**config.mk**
```make
export PLATFORM = sky130hd
export DESIGN_NAME = codificador_pt2262
export DESIGN_NICKNAME = d
export VERILOG_FILES = /design/src/rtl/codificador_pt2262.sv
export SDC_FILE = /design/constraint.sdc
export NUM_CORES = 1
export LEC_CHECK = 0
export CAP_MARGIN = 20
export CORE_MARGIN = 3
export CORE_UTILIZATION = 43
export DETAILED_ROUTE_END_ITERATION = 16
export PLACE_DENSITY = 0.6
export SYNTH_ARGS = -nofsm -noshare
export SYNTH_HDL_FRONTEND = slang
export SYNTH_SLANG_ARGS = --single-unit
```
**constraint.sdc**
```tcl
create_clock -name clk -period 4.45 [get_ports clk]
set_clock_uncertainty 0.1 [all_clocks]
set_input_delay 1.335 -clock clk [delete_from_list [all_inputs] [get_ports clk]]
set_output_delay 1.335 -clock clk [all_outputs]
set_load 0.005 [all_outputs]
```
**src/rtl/codificador_pt2262.sv**
```systemverilog
// PT2262-style pulse-width serial encoder: 8 trinary address trits + 4 data bits + sync per frame.
// Latency: cod_o/busy rise on the same edge that samples te=1 in IDLE; frames repeat back to back.
// Flow control: none; te is level-sensitive and is only looked at in IDLE and at frame end.
//
// Ports:
//   clk        system clock (3 MHz)
//   reset      asynchronous active-low reset
//   A[15:0]    address, trit k = A[2k+1:2k]; 00='0', 11='1', 01/10='F'
//   D[3:0]     data bits, sent D[0] first
//   te         transmit enable (level)
//   cod_o      registered encoded serial output
//   busy       high while a frame is in progress
//   frame_done one-cycle pulse on the edge that ends each frame
module codificador_pt2262 #(
  parameter int T_SHORT    = 8,
  parameter int T_LONG     = 24,
  parameter int T_MID      = 16,
  parameter int SYNC_HIGH  = 4,
  parameter int SYNC_LOW   = 128,
  parameter int MIN_FRAMES = 4
) (
  input  logic        clk,
  input  logic        reset,
  input  logic [15:0] A,
  input  logic [3:0]  D,
  input  logic        te,
  output logic        cod_o,
  output logic        busy,
  output logic        frame_done
);

  localparam logic [2:0] IDLE     = 3'd0;
  localparam logic [2:0] BIT_HIGH = 3'd1;
  localparam logic [2:0] BIT_LOW  = 3'd2;
  localparam logic [2:0] SYNC_H   = 3'd3;
  localparam logic [2:0] SYNC_L   = 3'd4;

  localparam logic [1:0] SYM_0 = 2'd0;
  localparam logic [1:0] SYM_1 = 2'd1;
  localparam logic [1:0] SYM_F = 2'd2;

  localparam int             FCW   = $clog2(MIN_FRAMES + 1);
  localparam logic [FCW-1:0] MIN_F = FCW'(MIN_FRAMES);

  // Symbol carried by code bit idx of word {D,A}: 0..7 are trits, 8..11 are data bits.
  function automatic logic [1:0] sym_of(input logic [19:0] w, input logic [3:0] idx);
    logic [1:0] t;
    t = w[{1'b0, idx[2:0], 1'b0} +: 2];
    if (idx < 4'd8) begin
      if (t == 2'b00)      sym_of = SYM_0;
      else if (t == 2'b11) sym_of = SYM_1;
      else                 sym_of = SYM_F;
    end else begin
      sym_of = w[{1'b1, 2'b00, idx[1:0]}] ? SYM_1 : SYM_0;
    end
  endfunction

  // Phase counter counts down to zero, so it is loaded with length-1 to make
  // each phase last exactly its nominal number of cycles.
  function automatic logic [7:0] hi_len(input logic [1:0] s);
    case (s)
      SYM_0:   hi_len = 8'(T_SHORT - 1);
      SYM_1:   hi_len = 8'(T_LONG - 1);
      default: hi_len = 8'(T_MID - 1);
    endcase
  endfunction

  function automatic logic [7:0] lo_len(input logic [1:0] s);
    case (s)
      SYM_0:   lo_len = 8'(T_LONG - 1);
      SYM_1:   lo_len = 8'(T_SHORT - 1);
      default: lo_len = 8'(T_MID - 1);
    endcase
  endfunction

  logic [2:0]     state_q, state_d;
  logic [19:0]    shadow_q, shadow_d;
  logic [3:0]     idx_q, idx_d;
  logic [7:0]     ph_q, ph_d;
  logic [FCW-1:0] fcnt_q, fcnt_d;
  logic           cod_q, cod_d;
  logic           busy_q, busy_d;
  logic           done_q, done_d;

  logic [19:0]    in_word;
  logic           phase_end;
  logic [FCW-1:0] fcnt_inc;

  assign in_word   = {D, A};
  assign phase_end = (ph_q == 8'd0);

  always_comb begin
    state_d  = state_q;
    shadow_d = shadow_q;
    idx_d    = idx_q;
    ph_d     = ph_q;
    fcnt_d   = fcnt_q;
    cod_d    = cod_q;
    busy_d   = busy_q;
    done_d   = 1'b0;
    fcnt_inc = (fcnt_q < MIN_F) ? fcnt_q + 1'b1 : fcnt_q;

    case (state_q)
      IDLE: begin
        if (te) begin
          shadow_d = in_word;
          idx_d    = 4'd0;
          ph_d     = hi_len(sym_of(in_word, 4'd0));
          fcnt_d   = '0;
          cod_d    = 1'b1;
          busy_d   = 1'b1;
          state_d  = BIT_HIGH;
        end
      end
      BIT_HIGH: begin
        if (phase_end) begin
          ph_d    = lo_len(sym_of(shadow_q, idx_q));
          cod_d   = 1'b0;
          state_d = BIT_LOW;
        end else begin
          ph_d = ph_q - 8'd1;
        end
      end
      BIT_LOW: begin
        if (!phase_end) begin
          ph_d = ph_q - 8'd1;
        end else if (idx_q < 4'd11) begin
          idx_d   = idx_q + 4'd1;
          ph_d    = hi_len(sym_of(shadow_q, idx_q + 4'd1));
          cod_d   = 1'b1;
          state_d = BIT_HIGH;
        end else begin
          ph_d    = 8'(SYNC_HIGH - 1);
          cod_d   = 1'b1;
          state_d = SYNC_H;
        end
      end
      SYNC_H: begin
        if (phase_end) begin
          ph_d    = 8'(SYNC_LOW - 1);
          cod_d   = 1'b0;
          state_d = SYNC_L;
        end else begin
          ph_d = ph_q - 8'd1;
        end
      end
      SYNC_L: begin
        if (!phase_end) begin
          ph_d = ph_q - 8'd1;
        end else begin
          done_d = 1'b1;
          fcnt_d = fcnt_inc;
          // Restart decision uses the already-incremented count so the
          // frame just finished is included.
          if (te || (fcnt_inc < MIN_F)) begin
            shadow_d = in_word;
            idx_d    = 4'd0;
            ph_d     = hi_len(sym_of(in_word, 4'd0));
            cod_d    = 1'b1;
            state_d  = BIT_HIGH;
          end else begin
            idx_d   = 4'd0;
            cod_d   = 1'b0;
            busy_d  = 1'b0;
            state_d = IDLE;
          end
        end
      end
      default: begin
        cod_d   = 1'b0;
        busy_d  = 1'b0;
        state_d = IDLE;
      end
    endcase
  end

  always_ff @(posedge clk or negedge reset) begin
    if (!reset) begin
      state_q  <= IDLE;
      shadow_q <= '0;
      idx_q    <= '0;
      ph_q     <= '0;
      fcnt_q   <= '0;
      cod_q    <= 1'b0;
      busy_q   <= 1'b0;
      done_q   <= 1'b0;
    end else begin
      state_q  <= state_d;
      shadow_q <= shadow_d;
      idx_q    <= idx_d;
      ph_q     <= ph_d;
      fcnt_q   <= fcnt_d;
      cod_q    <= cod_d;
      busy_q   <= busy_d;
      done_q   <= done_d;
    end
  end

  assign cod_o      = cod_q;
  assign busy       = busy_q;
  assign frame_done = done_q;

endmodule

```
==> impl_metrics.json <==
{
  "status": "completed",
  "worstHoldStart": "cod_o$_DFFE_PN0P_",
  "slowest_delay_ns": 0.59,
  "postSynthNetCount": 250,
  "grtUsageTotal": 0.1637,
  "crit_arrival_ns": 3.20,
  "ctsHtreeMaxLevel": 2,
  "syn_inst": 221,
  "syn2layout_area_growth_pct": 14.90,
  "ctsResizeCount": 0,
  "place_area_mm2": 0.002788,
  "core_area_mm2": 0.005608,
  "path_max_fanout": 13,
  "required_ns": 4.52,
  "die_h_um": 82.67,
  "power-per-cell-area_mw_per_mm2": 585.9,
  "overflow": 0,
  "critPathKind": "reg -> reg",
  "cts_tree": "done",
  "first_global_vias": 1636,
  "drt_iter0_markers": 90,
  "synthesis.yosys.warnings": 0,
  "clk_pin_slew_ns": 0.08,
  "cap_violations": 0,
  "numClockSinks": 41,
  "placed_cells": 307,
  "finalHoldViolations": 0,
  "finish.instance_area_mm2": 0.002904,
  "drive_above_1_share": 0.2058,
  "dieArea_mm2": 0.006834,
  "drc": 0,
  "cts_made_buffers": 5,
  "final_nets": 271,
  "cts_setup_buffers": 0,
  "dp_hpwl_um": 3749,
  "rsz0062_at_grt": "false",
  "synth-seq-cells": 41,
  "vias_per_cell": 5.670,
  "cp-start-kind": "flop",
  "layout_common_cells": "dfrtp_1, clkdlybuf4s50_1, mux2_4",
  "grt_pass1_wl_um": 8383,
  "drt-wirelength-per-cell_um": 16.08,
  "rows": 27,
  "cts_root_buffer": "clkbuf_8",
  "clk_latency_ns": 0.30,
  "port_buffers": 25,
  "ys_seq_area_frac": 0.4059,
  "synth_edf_count": 0,
  "num_antenna_cells": 0,
  "globalplace.congestion": 0.8465,
  "start_util": 0.4507,
  "ir_drop_uv": 270.5,
  "synth_ff_type": "dfrtp_1",
  "crit_top_cell": "ha_1",
  "layout.area.seq_mm2": 0.001026,
  "fin_cells": 315,
  "fin_crit_ns": 3.127,
  "fmax_ghz": 0.3198,
  "cp-startpoint": "idx_q[0]$_DFFE_PN0P_",
  "routed_wl_um": 5066,
  "power.total_w": 0.001701,
  "ctsHoldBuffers": 0,
  "multiInputGateArea_mm2": 0.001404,
  "first_pass_iters": 4,
  "grt_max_degree": 42,
  "post_synth.cell_area_avg_um2": 11.44,
  "syn-cell-area_mm2": 0.002527,
  "min_path_type": "reg -> reg",
  "vias": 1786,
  "antenna_found_initial": 0,
  "fillers": 554,
  "synth.distinct_cells": 52,
  "async_flop_share": 1.000,
  "finalSetupViolCount": 0,
  "slowest_stage": "dfrtp_1",
  "final_max_slew_viol_count": 0,
  "r2r-start": "idx_q[0]$_DFFE_PN0P_",
  "cts_max_path_buffers": 2,
  "die_x_um": 82.67,
  "leakagePower_nw": 1.179,
  "worst_slew_pin_slew_ns": 0.9018,
  "io_pins": 26,
  "fin_setup_tns_ns": 0,
  "ant_nets": 0,
  "layout_commonest_cell": "dfrtp_1",
  "max-slew-margin-rel": 0.3988,
  "critPathCaptureType": "flop",
  "timing.final.crit_share": 0.7026,
  "path_cells": "ha_1 -> mux4_2 -> mux2_2 -> ha_1 -> a31o_2 -> o21ai_0 -> o211ai_1 -> a221o_1"
}
[area by class of cell]
cell class,count,share of cell area
clock buffer,7,0.02973
inverter,6,0.007755
tap,72,0.03102
sequential,41,0.3533
multi-input combinational,163,0.4834
clock inverter,1,0.01034
timing repair buffer,25,0.08445
[worst paths after layout]
check                           slack (ns)  depth (start not counted)                      end
worst max-delay path                  1.32                          8      ph_q[3]$_DFFE_PN0P_
worst min-delay path                  0.41                          1        cod_o$_DFFE_PN0P_
worst min register to register        0.41                          1        cod_o$_DFFE_PN0P_
max in group asynchronous             2.62                          1  shadow_q[5]$_DFFE_PN0P_
min in group asynchronous             1.06                          1      ph_q[7]$_DFFE_PN0P_
worst max register to register        1.32                          8      ph_q[3]$_DFFE_PN0P_
[power by group]
group / total, W / switching, W / internal [W]
sequential: 0.000680 / 0.000163 / 0.000517
clock: 0.000312 / 0.000129 / 0.000183
combinational: 0.000709 / 0.000279 / 0.000430
total: 0.00170 / 0.000571 / 0.00113
[Yosys cell counts, types with 2 or more instances]
cell / number / share of area
a211oi_1: 2 / 0.0059
a21oi_1: 9 / 0.018
a22o_1: 3 / 0.010
a22oi_1: 3 / 0.0089
a31o_1: 2 / 0.0069
a31o_2: 2 / 0.0069
a31oi_1: 2 / 0.0049
and3_1: 3 / 0.0074
buf_12: 2 / 0.016
clkbuf_1: 7 / 0.010
dfrtp_1: 41 / 0.41
ha_1: 6 / 0.030
inv_1: 6 / 0.0089
mux2_2: 5 / 0.022
mux2_4: 20 / 0.12
mux4_2: 10 / 0.089
nand2_1: 12 / 0.018
nand2b_1: 2 / 0.0049
nand3_1: 5 / 0.0099
nor2_1: 17 / 0.025
nor2b_1: 4 / 0.0099
nor3_1: 5 / 0.0099
nor3b_1: 3 / 0.0089
nor4_1: 2 / 0.0049
o21ai_0: 17 / 0.034
o22ai_1: 2 / 0.0049
o311ai_1: 2 / 0.0069
o31a_1: 2 / 0.0069
xnor2_1: 2 / 0.0069
[metal layers]
metal,global-route usage,wire (µm),part of all wire,vias up
li1,-,-,-,877
met2,0.2596,2444,0.48,29
met3,0.03579,163,0.032,6
met1,0.2244,2408,0.48,874
met5,0,0,0,-
met4,0.04902,49,0.0097,0
[through the flow]
stage,worst slack [ns],util,hold slack [ns]
after floorplan,1.538,-,0.3751
after global placement,1.234,0.4971,0.3967
after detailed placement,1.188,0.4971,0.4003
after CTS,1.280,0.5178,0.4187
after global routing,1.124,0.5178,0.4378
final,1.323,0.5178,0.4086
[cell families after synthesis]
logic type	Yosys count	synth area share
multiplexers	35	0.2302
buffers and inverters	17	0.03861
AO/OA/AOI/OAI	55	0.1490
AND/OR/NAND/NOR	63	0.1322
adder cells (fa/ha/maj)	7	0.03366
flip-flops	41	0.4059
XOR/XNOR	3	0.01040
[flip-flops by register name, summed over array words and instances (netlist names)]
register,count
shadow_q,20
busy,1
frame_done,1
cod_o,1
idx_q,4
ph_q,8
state_q,3
fcnt_q,3
[critical path: cells and delay by family (launching register included)]
family / cells / cell delay, ns
AOI/OAI and AO/OA: 4 / 0.86
adders and majority gates: 2 / 0.82
muxes: 2 / 0.63
DFF: 1 / 0.59
Note: power is estimated with default switching activity, not from simulation.
